==> config.mk <==
export PLATFORM = sky130hd
export DESIGN_NAME = key_debounce_flat
export DESIGN_NICKNAME = d
export VERILOG_FILES = /design/src/rtl/key_debounce_pkg.sv /design/src/rtl/key_debounce_if.sv /design/src/rtl/key_debounce_sync_2ff.sv /design/src/rtl/key_debounce.sv /design/src/flat_wrapper.sv
export SDC_FILE = /design/constraint.sdc
export NUM_CORES = 1
export LEC_CHECK = 0
export BUFFER_PORTS_ARGS = -buffer_cell sky130_fd_sc_hd__buf_4
export CORE_UTILIZATION = 49
export DETAILED_ROUTE_END_ITERATION = 8
export PLACE_DENSITY = 0.71
export SLEW_MARGIN = 20
export SYNTH_ARGS = -nofsm -noshare
export SYNTH_HDL_FRONTEND = slang
export SYNTH_SLANG_ARGS = --single-unit
==> constraint.sdc <==
create_clock -name clk_in -period 3 [get_ports clk_in]
set_input_delay 0.6 -clock clk_in [delete_from_list [all_inputs] [get_ports clk_in]]
set_output_delay 0.6 -clock clk_in [all_outputs]
set_load 0.01 [all_outputs]
==> src/rtl/key_debounce_pkg.sv <==
// key_pkg: shared types and constants for the key_debounce block.
//   key_state_e            debouncer FSM state encoding
//   DEBOUNCE_CYCLES_DEF    default stable-level time (20 ms at 12 MHz)
//   LONG_PRESS_CYCLES_DEF  default long-press hold time (1 s at 12 MHz)
//   PRESS_CNT_W            width of the press counter shown on LEDs
//   press_cnt_inc()        modulo-256 press counter increment (wraps silently)
package key_pkg;

  typedef enum logic [1:0] {
    IDLE         = 2'd0,
    PRESS_WAIT   = 2'd1,
    PRESSED      = 2'd2,
    RELEASE_WAIT = 2'd3
  } key_state_e;

  localparam int DEBOUNCE_CYCLES_DEF   = 240_000;
  localparam int LONG_PRESS_CYCLES_DEF = 12_000_000;
  localparam int PRESS_CNT_W           = 8;

  function automatic logic [PRESS_CNT_W-1:0] press_cnt_inc(input logic [PRESS_CNT_W-1:0] cnt);
    return cnt + PRESS_CNT_W'(1);
  endfunction

endpackage

==> src/rtl/key_debounce_if.sv <==
// key_debounce_if: debounced key event bundle.
//   key_level    debounced level, 1 = pressed
//   key_press    one-cycle pulse on debounced press
//   key_release  one-cycle pulse on debounced release
//   long_press   one-cycle pulse once a press has been held long enough
//   press_cnt    count of debounced presses (wraps at 256)
// master: the debouncer driving the events; slave: any consumer.
interface key_debounce_if;

  logic                            key_level;
  logic                            key_press;
  logic                            key_release;
  logic                            long_press;
  logic [key_pkg::PRESS_CNT_W-1:0] press_cnt;

  modport master (
    output key_level,
    output key_press,
    output key_release,
    output long_press,
    output press_cnt
  );

  modport slave (
    input key_level,
    input key_press,
    input key_release,
    input long_press,
    input press_cnt
  );

endinterface

==> src/rtl/key_debounce_sync_2ff.sv <==
// sync_2ff: two-flop synchronizer for a single asynchronous bit.
//   clk_in    destination clock
//   rst_n_in  asynchronous active-low reset; both flops reset to 1
//             (the idle level of an active-low key)
//   d         asynchronous input
//   q         synchronized output
module sync_2ff (
  input  logic clk_in,
  input  logic rst_n_in,
  input  logic d,
  output logic q
);

  logic meta_r;
  logic sync_r;

  // Two-stage resynchronization chain.
  always_ff @(posedge clk_in or negedge rst_n_in) begin
    if (!rst_n_in) begin
      meta_r <= 1'b1;
      sync_r <= 1'b1;
    end else begin
      meta_r <= d;
      sync_r <= meta_r;
    end
  end

  assign q = sync_r;

endmodule

==> src/rtl/key_debounce.sv <==
// key_debounce: push-button debouncer with press/release/long-press events.
//   clk_in    system clock (12 MHz)
//   rst_n_in  asynchronous active-low reset
//   key_n_in  raw active-low push-button, asynchronous, may bounce
//   out_if    key_debounce_if.master: key_level, key_press, key_release,
//             long_press, press_cnt (all registered)
// Optional feature: define KEY_LONG_PRESS_EN to build the hold counter and
// long_press pulse; when undefined, long_press is tied to 0.
module key_debounce
  import key_pkg::*;
#(
  parameter int DEBOUNCE_CYCLES   = DEBOUNCE_CYCLES_DEF,
  parameter int LONG_PRESS_CYCLES = LONG_PRESS_CYCLES_DEF
) (
  input  logic            clk_in,
  input  logic            rst_n_in,
  input  logic            key_n_in,
  key_debounce_if.master  out_if
);

  localparam int CNT_W = $clog2(DEBOUNCE_CYCLES);
  localparam logic [CNT_W-1:0] CNT_MAX = CNT_W'(DEBOUNCE_CYCLES - 1);

  if (DEBOUNCE_CYCLES < 2 || LONG_PRESS_CYCLES <= DEBOUNCE_CYCLES) begin : g_param_check
    $error("key_debounce: illegal DEBOUNCE_CYCLES/LONG_PRESS_CYCLES");
  end

  logic                   key_s;
  key_state_e             state_r;
  logic [CNT_W-1:0]       cnt_r;
  logic                   key_level_r;
  logic                   key_press_r;
  logic                   key_release_r;
  logic [PRESS_CNT_W-1:0] press_cnt_r;

  sync_2ff u_sync (
    .clk_in   (clk_in),
    .rst_n_in (rst_n_in),
    .d        (key_n_in),
    .q        (key_s)
  );

`ifdef KEY_LONG_PRESS_EN
  localparam int HOLD_W = $clog2(LONG_PRESS_CYCLES);
  localparam logic [HOLD_W-1:0] HOLD_MAX = HOLD_W'(LONG_PRESS_CYCLES - 1);

  logic [HOLD_W-1:0] hold_r;
  logic              long_done_r;  // hold counter saturated; one pulse per press
  logic              long_press_r;
`endif

  // Debounce FSM with its debounce counter, hold counter and registered outputs.
  always_ff @(posedge clk_in or negedge rst_n_in) begin
    if (!rst_n_in) begin
      state_r       <= IDLE;
      cnt_r         <= {CNT_W{1'b0}};
      key_level_r   <= 1'b0;
      key_press_r   <= 1'b0;
      key_release_r <= 1'b0;
      press_cnt_r   <= {PRESS_CNT_W{1'b0}};
`ifdef KEY_LONG_PRESS_EN
      hold_r        <= {HOLD_W{1'b0}};
      long_done_r   <= 1'b0;
      long_press_r  <= 1'b0;
`endif
    end else begin
      key_press_r   <= 1'b0;
      key_release_r <= 1'b0;
`ifdef KEY_LONG_PRESS_EN
      long_press_r  <= 1'b0;
`endif
      case (state_r)
        IDLE: begin
          if (!key_s) begin
            state_r <= PRESS_WAIT;
            cnt_r   <= {CNT_W{1'b0}};
          end
        end
        PRESS_WAIT: begin
          if (key_s) begin
            state_r <= IDLE;  // bounce: abandon without a pulse
          end else if (cnt_r == CNT_MAX) begin
            state_r     <= PRESSED;
            key_press_r <= 1'b1;
            key_level_r <= 1'b1;
            press_cnt_r <= press_cnt_inc(press_cnt_r);
`ifdef KEY_LONG_PRESS_EN
            hold_r      <= {HOLD_W{1'b0}};
            long_done_r <= 1'b0;
`endif
          end else begin
            cnt_r <= cnt_r + CNT_W'(1);
          end
        end
        PRESSED: begin
          if (key_s) begin
            state_r <= RELEASE_WAIT;
            cnt_r   <= {CNT_W{1'b0}};
          end else begin
`ifdef KEY_LONG_PRESS_EN
            if (!long_done_r) begin
              if (hold_r == HOLD_MAX) begin
                long_press_r <= 1'b1;
                long_done_r  <= 1'b1;
              end else begin
                hold_r <= hold_r + HOLD_W'(1);
              end
            end
`endif
          end
        end
        RELEASE_WAIT: begin
          // Hold counter is left untouched here so a bounce back resumes it.
          if (!key_s) begin
            state_r <= PRESSED;
          end else if (cnt_r == CNT_MAX) begin
            state_r       <= IDLE;
            key_release_r <= 1'b1;
            key_level_r   <= 1'b0;
          end else begin
            cnt_r <= cnt_r + CNT_W'(1);
          end
        end
        default: begin
          state_r <= IDLE;
        end
      endcase
    end
  end

  assign out_if.key_level   = key_level_r;
  assign out_if.key_press   = key_press_r;
  assign out_if.key_release = key_release_r;
  assign out_if.press_cnt   = press_cnt_r;
`ifdef KEY_LONG_PRESS_EN
  assign out_if.long_press  = long_press_r;
`else
  assign out_if.long_press  = 1'b0;
`endif

endmodule

==> src/flat_wrapper.sv <==
// flat-port wrapper written by rule: the top's interface ports become plain ports
module key_debounce_flat import key_pkg::*;
#(
  parameter int DEBOUNCE_CYCLES   = DEBOUNCE_CYCLES_DEF,
  parameter int LONG_PRESS_CYCLES = LONG_PRESS_CYCLES_DEF
)
  (clk_in, rst_n_in, key_n_in, out_if_key_level, out_if_key_press, out_if_key_release, out_if_long_press, out_if_press_cnt);
  key_debounce_if out_if_i ();
  input  logic clk_in;
  input  logic rst_n_in;
  input  logic key_n_in;
  output wire logic [$bits(out_if_i.key_level)-1:0] out_if_key_level;
  output wire logic [$bits(out_if_i.key_press)-1:0] out_if_key_press;
  output wire logic [$bits(out_if_i.key_release)-1:0] out_if_key_release;
  output wire logic [$bits(out_if_i.long_press)-1:0] out_if_long_press;
  output wire logic [$bits(out_if_i.press_cnt)-1:0] out_if_press_cnt;
  assign out_if_key_level = out_if_i.key_level;
  assign out_if_key_press = out_if_i.key_press;
  assign out_if_key_release = out_if_i.key_release;
  assign out_if_long_press = out_if_i.long_press;
  assign out_if_press_cnt = out_if_i.press_cnt;
  key_debounce #(.DEBOUNCE_CYCLES(DEBOUNCE_CYCLES), .LONG_PRESS_CYCLES(LONG_PRESS_CYCLES)) u_core (.clk_in(clk_in), .rst_n_in(rst_n_in), .key_n_in(key_n_in), .out_if(out_if_i));
endmodule
After elaboration in Yosys (flattened, before gate mapping)
Cells that the tools add are included.
Storage, ports and cells
  register bits: 33
  input port bits: 3
Cells by class
  $add $sub $neg: 2
  equality and inequality tests: 12
  muxes and demuxes: 23
  bitwise operators: 1
  reduce and logical (&&, ||, !) cells: 6
Operators by type and width (number)
  $mux 18: 5
  $pmux 18 s4: 1
  $add 18x1->18 const B: 1
  $eq 18x18->1 const B: 1
  $mux 2: 6
  $mux 1: 9
  $add 8x1->8 const B: 1
  $ne 2x2->1 const B: 4
  $pmux 2 s4: 1
  $reduce_and 4->1: 2
  $ne 3x2->1 const B: 2
  $reduce_and 5->1: 1
  $eq 2x2->1 const B: 2
  $ne 2x1->1 const B: 2
  $reduce_and 3->1: 1
  $eq 2x1->1 const B: 1
  $logic_not 2->1: 1
  $pmux 1 s2: 1
  $reduce_bool 2->1: 1
  $not 1->1: 1

Depth between registers and ports, before layout
Gate-level depths: netlist of run 1.
  word-level depth: 4
  mapped depth: 7

Cells and area by module
A second synthesis of run 1 with hierarchy kept.
Second synthesis, totals
  cells, all modules: 181
  area total of the unflattened synthesis: 1853.0 um^2
By module, submodules not included
  key_debounce: times used 1, cells an instance 179, area each 1800.5 um^2, seq. area each 775.7 um^2
  sync_2ff: times used 1, cells an instance 2, area each 52.6 um^2, seq. area each 52.6 um^2

Worst setup path before layout of run 1
OpenSTA, ideal clock, no wires.
  path kind: reg-to-reg
  start point: reg u_core.cnt_r[0]
  end point: reg u_core.cnt_r[0]
  arrival: 2.028 ns
  required time: 2.875 ns
  path slack: 0.847 ns
  cell stages (with the launch flop): 8
  path buffers: 1
  path through: dfrtp_1 -> ha_1 -> nand3_2 -> or4_4 -> buf_6 -> o21ai_4 -> inv_4 -> mux2_4
On the way
  word-level cells in the longest chain between the ends: 4
  elaborated cells between the ends (all ways): 6
  classes of those cells: add/sub: 1; eq/ne: 1; mux: 4
Ends and longest elaborated chain
  start, declared: RTL line key_debounce.sv:30  | logic [CNT_W-1:0] cnt_r;
  start signal, assigned: RTL line key_debounce.sv:56  | cnt_r <= {CNT_W{1'b0}};
  start signal, assigned: RTL line key_debounce.sv:76  | cnt_r <= {CNT_W{1'b0}};
  start signal, assigned: RTL line key_debounce.sv:92  | cnt_r <= cnt_r + CNT_W'(1);
  $add 18x1->18 or $eq 18x18->1 (tied branches)
  $mux 18 *: RTL line key_debounce.sv:82, key_debounce.sv:116
  $mux 18, on equally long branches: RTL line key_debounce.sv:114, key_debounce.sv:80
  $pmux 18 s4 *: RTL line key_debounce.sv:72  | case (state_r)
Mark *: on every way between the ends. The rest lies on a longest branch, timed or not. The select of a mux whose other input is x is not followed.
A chain may end at the register's enable or synchronous reset.

Final worst setup path of run 1
Ends and elaborated chain as after synthesis.

==> run summary, run 1 <==
Status - finished, final reports clean
Initial antenna violation count - 0
Max frequency - 432 MHz
Worst-Margin Slew - 0.696 ns
Top FF cell, synth - dfrtp_1
Synthesis Warnings - 0
Hold Slack - 0.192 ns
Layout cells sized above 1 - 0.153
P&R area growth vs syn - 10.1%
Critical Path Source - u_core.cnt_r[0]
Syn avg cell area - 10.0 sq um
Cell Int Power - 564 uW
PwrDens - 403 mW/mm^2
TritonCTS buffer count - 5
Register area share after synthesis - 0.476
CTS root buffer - clkbuf_4
Synth Net Count - 179
Final hold vios - 0
Hold Buf Count CTS - 0
Starting Density - 0.517
Final Wtd Congestion - 0.828
CP Class - reg2reg
Tcrit/Tclk final - 0.772
CTS tree - done
Starting DRT DRC Count - 71
Most frequent cells after synthesis - dfrtp_1, nand2_1, nor2_1
Diode count - 0
Slew margin rel. - 0.533
Sw Ratio - 0.269
Top cell type's share of synthesized area - 0.446
Final Core Density - 0.570
Final worst slack - 0.685 ns
Reg2reg start - u_core.cnt_r[0]
Routed WL - 3730 um
RSZ-0062 raised after global routing - false
Cts repair resizes - 0
Die W - 61.6 um
Startpoint Class - flip-flop
Die area - 0.00379 sq mm
Core area - 0.00336 sq mm
Clk pwr share - 0.312
Die Y - 61.6 um
Comb pwr share - 0.070
Drt wl/cell - 15.9 um
Crit path arrival time - 2.55 ns
Count leader, synth - dfrtp_1
Clock latency on the worst-skew pair - 0.34 ns
CP endpoint kind - flip-flop
Mapped Cells - 174
Gr usage total - 0.229
R2R Setup Slk - 0.69 ns
DRT Pass-1 Iters - 4
Boundary Pins - 15
CP max FO - 10
Final Critical Period - 2.31 ns
DRC - 0
Synth Area in XOR/XNOR - 0.0453
R2R cell count - 6
Synth area leaders - dfrtp_1, mux2i_1, nand4_1, nor4_1, dfstp_2
Sw power - 208 uW
Max_cap viols - 0
IO Port Bufs - 13
Fin. max-slew vios - 0
Final number of setup-violating endpoints - 0
CP required - 3.23 ns
Synth Cell Area - 0.00174 sq mm
Number of vias per cell - 6.11
P_leak - 0.841 nW
Max Clock Skew - 0.00648 ns
Worst ir drop on vdd - 334 uV
CP endpoint - u_core.cnt_r[0]
FF-to-FF End - u_core.cnt_r[0]
Post-CTS repair timing setup buffer count - 0
Flops & latches, synth - 33
Post-Synth Simple-Gate Area - 0.243
Row cnt - 21
Pin count of the biggest net entering global routing - 34
Multiplexer share of the synthesized area - 0.0554
Vias - 1,437
Sequential power share - 0.618
Setup tns final - 0 ns
CTS Sinks - 33
Asr flop ratio synth - 1.00
Half-perimeter wire length after placement - 2570 um
Synth unique cells - 43
HP Class - in2async
Adder-Cell Fraction of Synth Area - 0.0144
Nets - 193
Max clock buf depth - 2
EDFF count, synth - 0
Clock slew at reported path FFs - 0.10 ns
Setup WS pre-CTS - 0.723 ns
ANT nets after route - 0
# H-tree levels - 2
Largest family of logic cells by synthesized area - simple AND/OR/NAND/NOR gates
Total grt overflow - 0
Vias in the first global route - 1,379
Leading area contributor after synthesis - dfrtp_1
First-pass GRT wire length - 6230 um
Compound-cell area share of the yosys netlist - 0.124
[worst min path at each step]
| stage | cells after the start | start | slack, ns | to |
|---|---|---|---|---|
| floorplan | 0 | rst_n_in | 0.30 | async pin |
| global placement | 0 | u_core.u_sync.meta_r | 0.35 | u_core.u_sync.q |
| detailed placement | 0 | u_core.u_sync.meta_r | 0.35 | u_core.u_sync.q |
| CTS | 1 | rst_n_in | 0.20 | u_core.cnt_r[14] |
| global route | 1 | rst_n_in | 0.21 | u_core.cnt_r[15] |
| finish | 1 | rst_n_in | 0.19 | u_core.out_if.press_cnt[4] |
[per-stage QoR]
stage	total power [mW]	area [sq um]	instances
detailed placement	0.539	1870	227
global placement	0.536	1870	227
floorplan	0.516	1740	174
finish	0.772	1920	235
global route	0.803	1920	235
CTS	0.776	1920	235
[cell usage in the layout, fill, tap and decap left out, types with 2 or more instances in the layout]
| cell | count |
|---|---|
| dfrtp_1 | 31 |
| buf_4 | 14 |
| nand2_1 | 11 |
| nor2_1 | 11 |
| nor4_1 | 10 |
| nand4_1 | 10 |
| nand3_1 | 8 |
| inv_1 | 7 |
| mux2i_1 | 7 |
| nor3_1 | 7 |
| xor2_1 | 6 |
| and3_1 | 5 |
| o2bb2ai_1 | 5 |
| o21ai_0 | 5 |
| a31oi_1 | 5 |
| clkbuf_4 | 5 |
| and2_1 | 3 |
| xnor2_1 | 3 |
| a21oi_1 | 3 |
| nand4b_1 | 2 |
| or4_1 | 2 |
| a211o_1 | 2 |
| or3_1 | 2 |
| o41ai_1 | 2 |
| ha_1 | 2 |
| clkinv_2 | 2 |
| dfstp_2 | 2 |
[power groups by stage]
stage	Sequential, mW	Clock [mW]	Combinational, mW
4_1_cts	0.476	0.245	0.0546
6_report	0.477	0.241	0.0541
3_5_place_dp	0.485	0	0.0543
5_1_grt	0.479	0.261	0.0618
2_1_floorplan	0.479	0	0.0366
3_3_place_gp	0.483	0	0.0533
[kinds of logic (layout without fill, tap and decap cells)]
logic type / after synthesis / after routing
muxes: 9 / 9
and+or+nand+nor: 76 / 76
buffers and inverters: 15 / 30
adders and majority gates: 2 / 2
other: 1 / 1
DFF: 33 / 33
xor gates and xnor gates: 9 / 9
AOI/OAI and AO/OA: 29 / 29
[area by class of cell]
type | instances | area (sq um)
fill | 322 | 1450
multi-input combinational | 126 | 842
sequential | 33 | 828
timing repair buffer | 14 | 105
tap | 46 | 57.6
clock buffer | 6 | 41.3
inverter | 8 | 32.5
clock inverter | 2 | 10.0
[state kept, by name, indices dropped and copies added (netlist names), named ones only]
signal	flops
u_core.cnt_r	18
u_core.out_if.key_level	1
u_core.out_if.key_press	1
u_core.out_if.key_release	1
u_core.out_if.press_cnt	8
u_core.state_r	1
u_core.u_sync.meta_r	1
u_core.u_sync.q	1
[critical path, stage by stage (launching register included)]
cell and delay (ns):
dfrtp_1 0.45, ha_1 0.27, nand3_2 0.13, or4_4 0.62, o21ai_4 0.35, inv_4 0.09
mux2_4 0.30
[layer usage]
layer / vias up / wire [um] / track usage
li1: 687 / - / -
met1: 707 / 1650 / 0.289
met2: 37 / 1860 / 0.361
met3: 6 / 177 / 0.0672
met4: 0 / 50 / 0.108
met5: - / 0 / 0
(Power assumes the default switching activity.)
==> run 2: changes to the inputs <==
--- a/config.mk
+++ b/config.mk
@@ -8,7 +8,7 @@
 export BUFFER_PORTS_ARGS = -buffer_cell sky130_fd_sc_hd__buf_4
 export CORE_UTILIZATION = 49
 export DETAILED_ROUTE_END_ITERATION = 8
-export PLACE_DENSITY = 0.71
+export PLACE_DENSITY = 0.73
 export SLEW_MARGIN = 20
 export SYNTH_ARGS = -nofsm -noshare
 export SYNTH_HDL_FRONTEND = slang
==> constraint.sdc (replaced) <==
create_clock -name clk_in -period 2.1 [get_ports clk_in]
set_input_delay 0.42 -clock clk_in [delete_from_list [all_inputs] [get_ports clk_in]]
set_output_delay 0.42 -clock clk_in [all_outputs]
set_load 0.01 [all_outputs]
==> run 2 against run 1 <==
  * Flip-flop and latch count unchanged
  * Register-to-register slack got worse by 0.59 ns
  * Sequential share of layout area decreased by 1.8 points
  * Total power increased by 47%
  * Sequential power increased by 43%
  * Via count increased by 0.35%
  * Count of clock-buffer cells in the layout unchanged
  * Global-route usage about the same
  * Non-clock buffer count increased by 8
  * Critical endpoint unchanged
==> run summary, run 2 (same netlist as run 1, synthesis figures left out) <==
Status - finished, final reports clean
DRT Pass-1 Iters - 4
Row cnt - 21
Max reg flops - 18
Max clock buf depth - 2
Setup tns final - 0 ns
CP required - 2.34 ns
Max_cap viols - 0
TritonCTS buffer count - 5
Diode count - 0
Vias - 1,442
Critical Path Source - u_core.cnt_r[1]
Post-route cell area - 0.00200 sq mm
Max frequency - 498 MHz
Design Power - 1.13 mW
CP endpoint kind - flip-flop
R2R cell count - 6
CP max stage cell - or4_4
Fin. max-slew vios - 0
Die area - 0.00379 sq mm
Slowest stage delay, CP - 0.56 ns
ANT nets after route - 0
Post-CTS repair timing setup buffer count - 0
Drt wl/cell - 16.0 um
Worst-Margin Slew - 0.513 ns
Worst ir drop on vdd - 334 uV
Final Wtd Congestion - 0.876
Commonest cells after routing, fill and taps aside - dfrtp_1, buf_4, nand2_1, nor2_1
Layout cells sized above 1 - 0.188
Final number of setup-violating endpoints - 0
Half-perimeter wire length after placement - 2680 um
Starting Density - 0.517
HP Class - in2reg
Clock latency on the worst-skew pair - 0.36 ns
CTS tree - done
Nets - 201
Total grt overflow - 0
Hold_sp - key_n_in
CP Depth - 6
Die W - 61.6 um
Cell family with most CP delay - simple AND/OR/NAND/NOR gates
Worst path bufs/invs - 1
Hold Path Depth - 1
First-pass GRT wire length - 6070 um
Starting DRT DRC Count - 76
Final Critical Period - 2.01 ns
Initial antenna violation count - 0
Routed WL - 3890 um
CP max FO - 7
Final hold vios - 0
CTS Sinks - 33
Max Clock Skew - 0.0158 ns
Number of vias per cell - 5.93
PwrDens - 566 mW/mm^2
Gr usage total - 0.229
Most common cell after layout, fill and taps aside - dfrtp_1
CTS root buffer - clkbuf_4
Vias in the first global route - 1,263
DP Area - 0.00194 sq mm
Core area - 0.00336 sq mm
Die Y - 61.6 um
# H-tree levels - 2
Seq. cell area - 828 sq um
DRC - 0
Boundary Pins - 15
Slew margin rel. - 0.655
Largest register by flop count - u_core.cnt_r
RSZ-0062 raised after global routing - false
Hold Slack - 0.169 ns
Startpoint Class - flip-flop
P_leak - 0.880 nW
CP Class - reg2reg
Pin count of the biggest net entering global routing - 34
Multi-input gate area in the final layout - 862 sq um
Fill cell count - 300
Reg2reg start - u_core.cnt_r[1]
P&R area growth vs syn - 14.9%
Crit path arrival time - 2.25 ns
Clock slew at reported path FFs - 0.10 ns
Critical path cell sequence - ha_4 -> nand3_4 -> or4_4 -> o21ai_4 -> inv_4 -> mux2_4
Tcrit/Tclk final - 0.956
IO Port Bufs - 13
Cts repair resizes - 0
==> run 2: changes by cell type in the layout (fill, tap and decap cells not counted), sizes merged <==
cell         previous run  this run
buf                    14        21
dlygate4sd3             0         1
==> run 2: final cells by class <==
cell class,count,share of cell area
clock buffer,6,0.0207
clock inverter,2,0.00501
inverter,8,0.0163
multi-input combinational,126,0.431
sequential,33,0.414
tap,46,0.0288
timing repair buffer,22,0.0839
==> run 2: path summary, 6_finish.rpt <==
path | end | slack [ns]
max | u_core.cnt_r[0] | 0.09
min | u_core.u_sync.meta_r | 0.17
max reg2reg | u_core.cnt_r[0] | 0.09
min reg2reg | u_core.u_sync.q | 0.36
max in group asynchronous | u_core.u_sync.q | 1.22
min in group asynchronous | u_core.out_if.press_cnt[6] | 0.53
==> run 2: layer usage <==
metal  vias up  track usage  routed length, um
li1        695            -                  -
met1       701        0.296               1790
met2        39        0.353               1850
met3         7       0.0651                163
met4         0        0.111                 85
met5         -            0                  0
==> run 2: power by group <==
group	total (mW)	internal [mW]	switching, mW	leakage (nW)
registers	0.683	0.653	0.0296	0.449
clock network	0.356	0.127	0.229	0.0320
logic	0.0921	0.0350	0.0572	0.399
total	1.13	0.815	0.316	0.880
==> run 2: worst register-to-register path: cells and delay by family (launching register included) <==
family | cells | cell delay, ns
simple gates | 2 | 0.65
flops | 1 | 0.47
fa+ha+maj | 1 | 0.20
compound gates | 1 | 0.21
mux | 1 | 0.30
buf+inv | 1 | 0.07
==> run 2: repair_timing <==
action,in CTS,in global routing
hold buffers,1,0
endpoints found under the hold margin,10,0
setup endpoints to repair,0,0
==> run 2: metrics by stage <==
step	utilization	setup slack (ns)	cells
after floorplan	-	0.0380	174
after global placement	0.576	0.157	234
after CTS	0.594	0.0849	243
final	0.594	0.0922	243
after global routing	0.594	0.0000402	243
after detailed placement	0.576	0.104	234
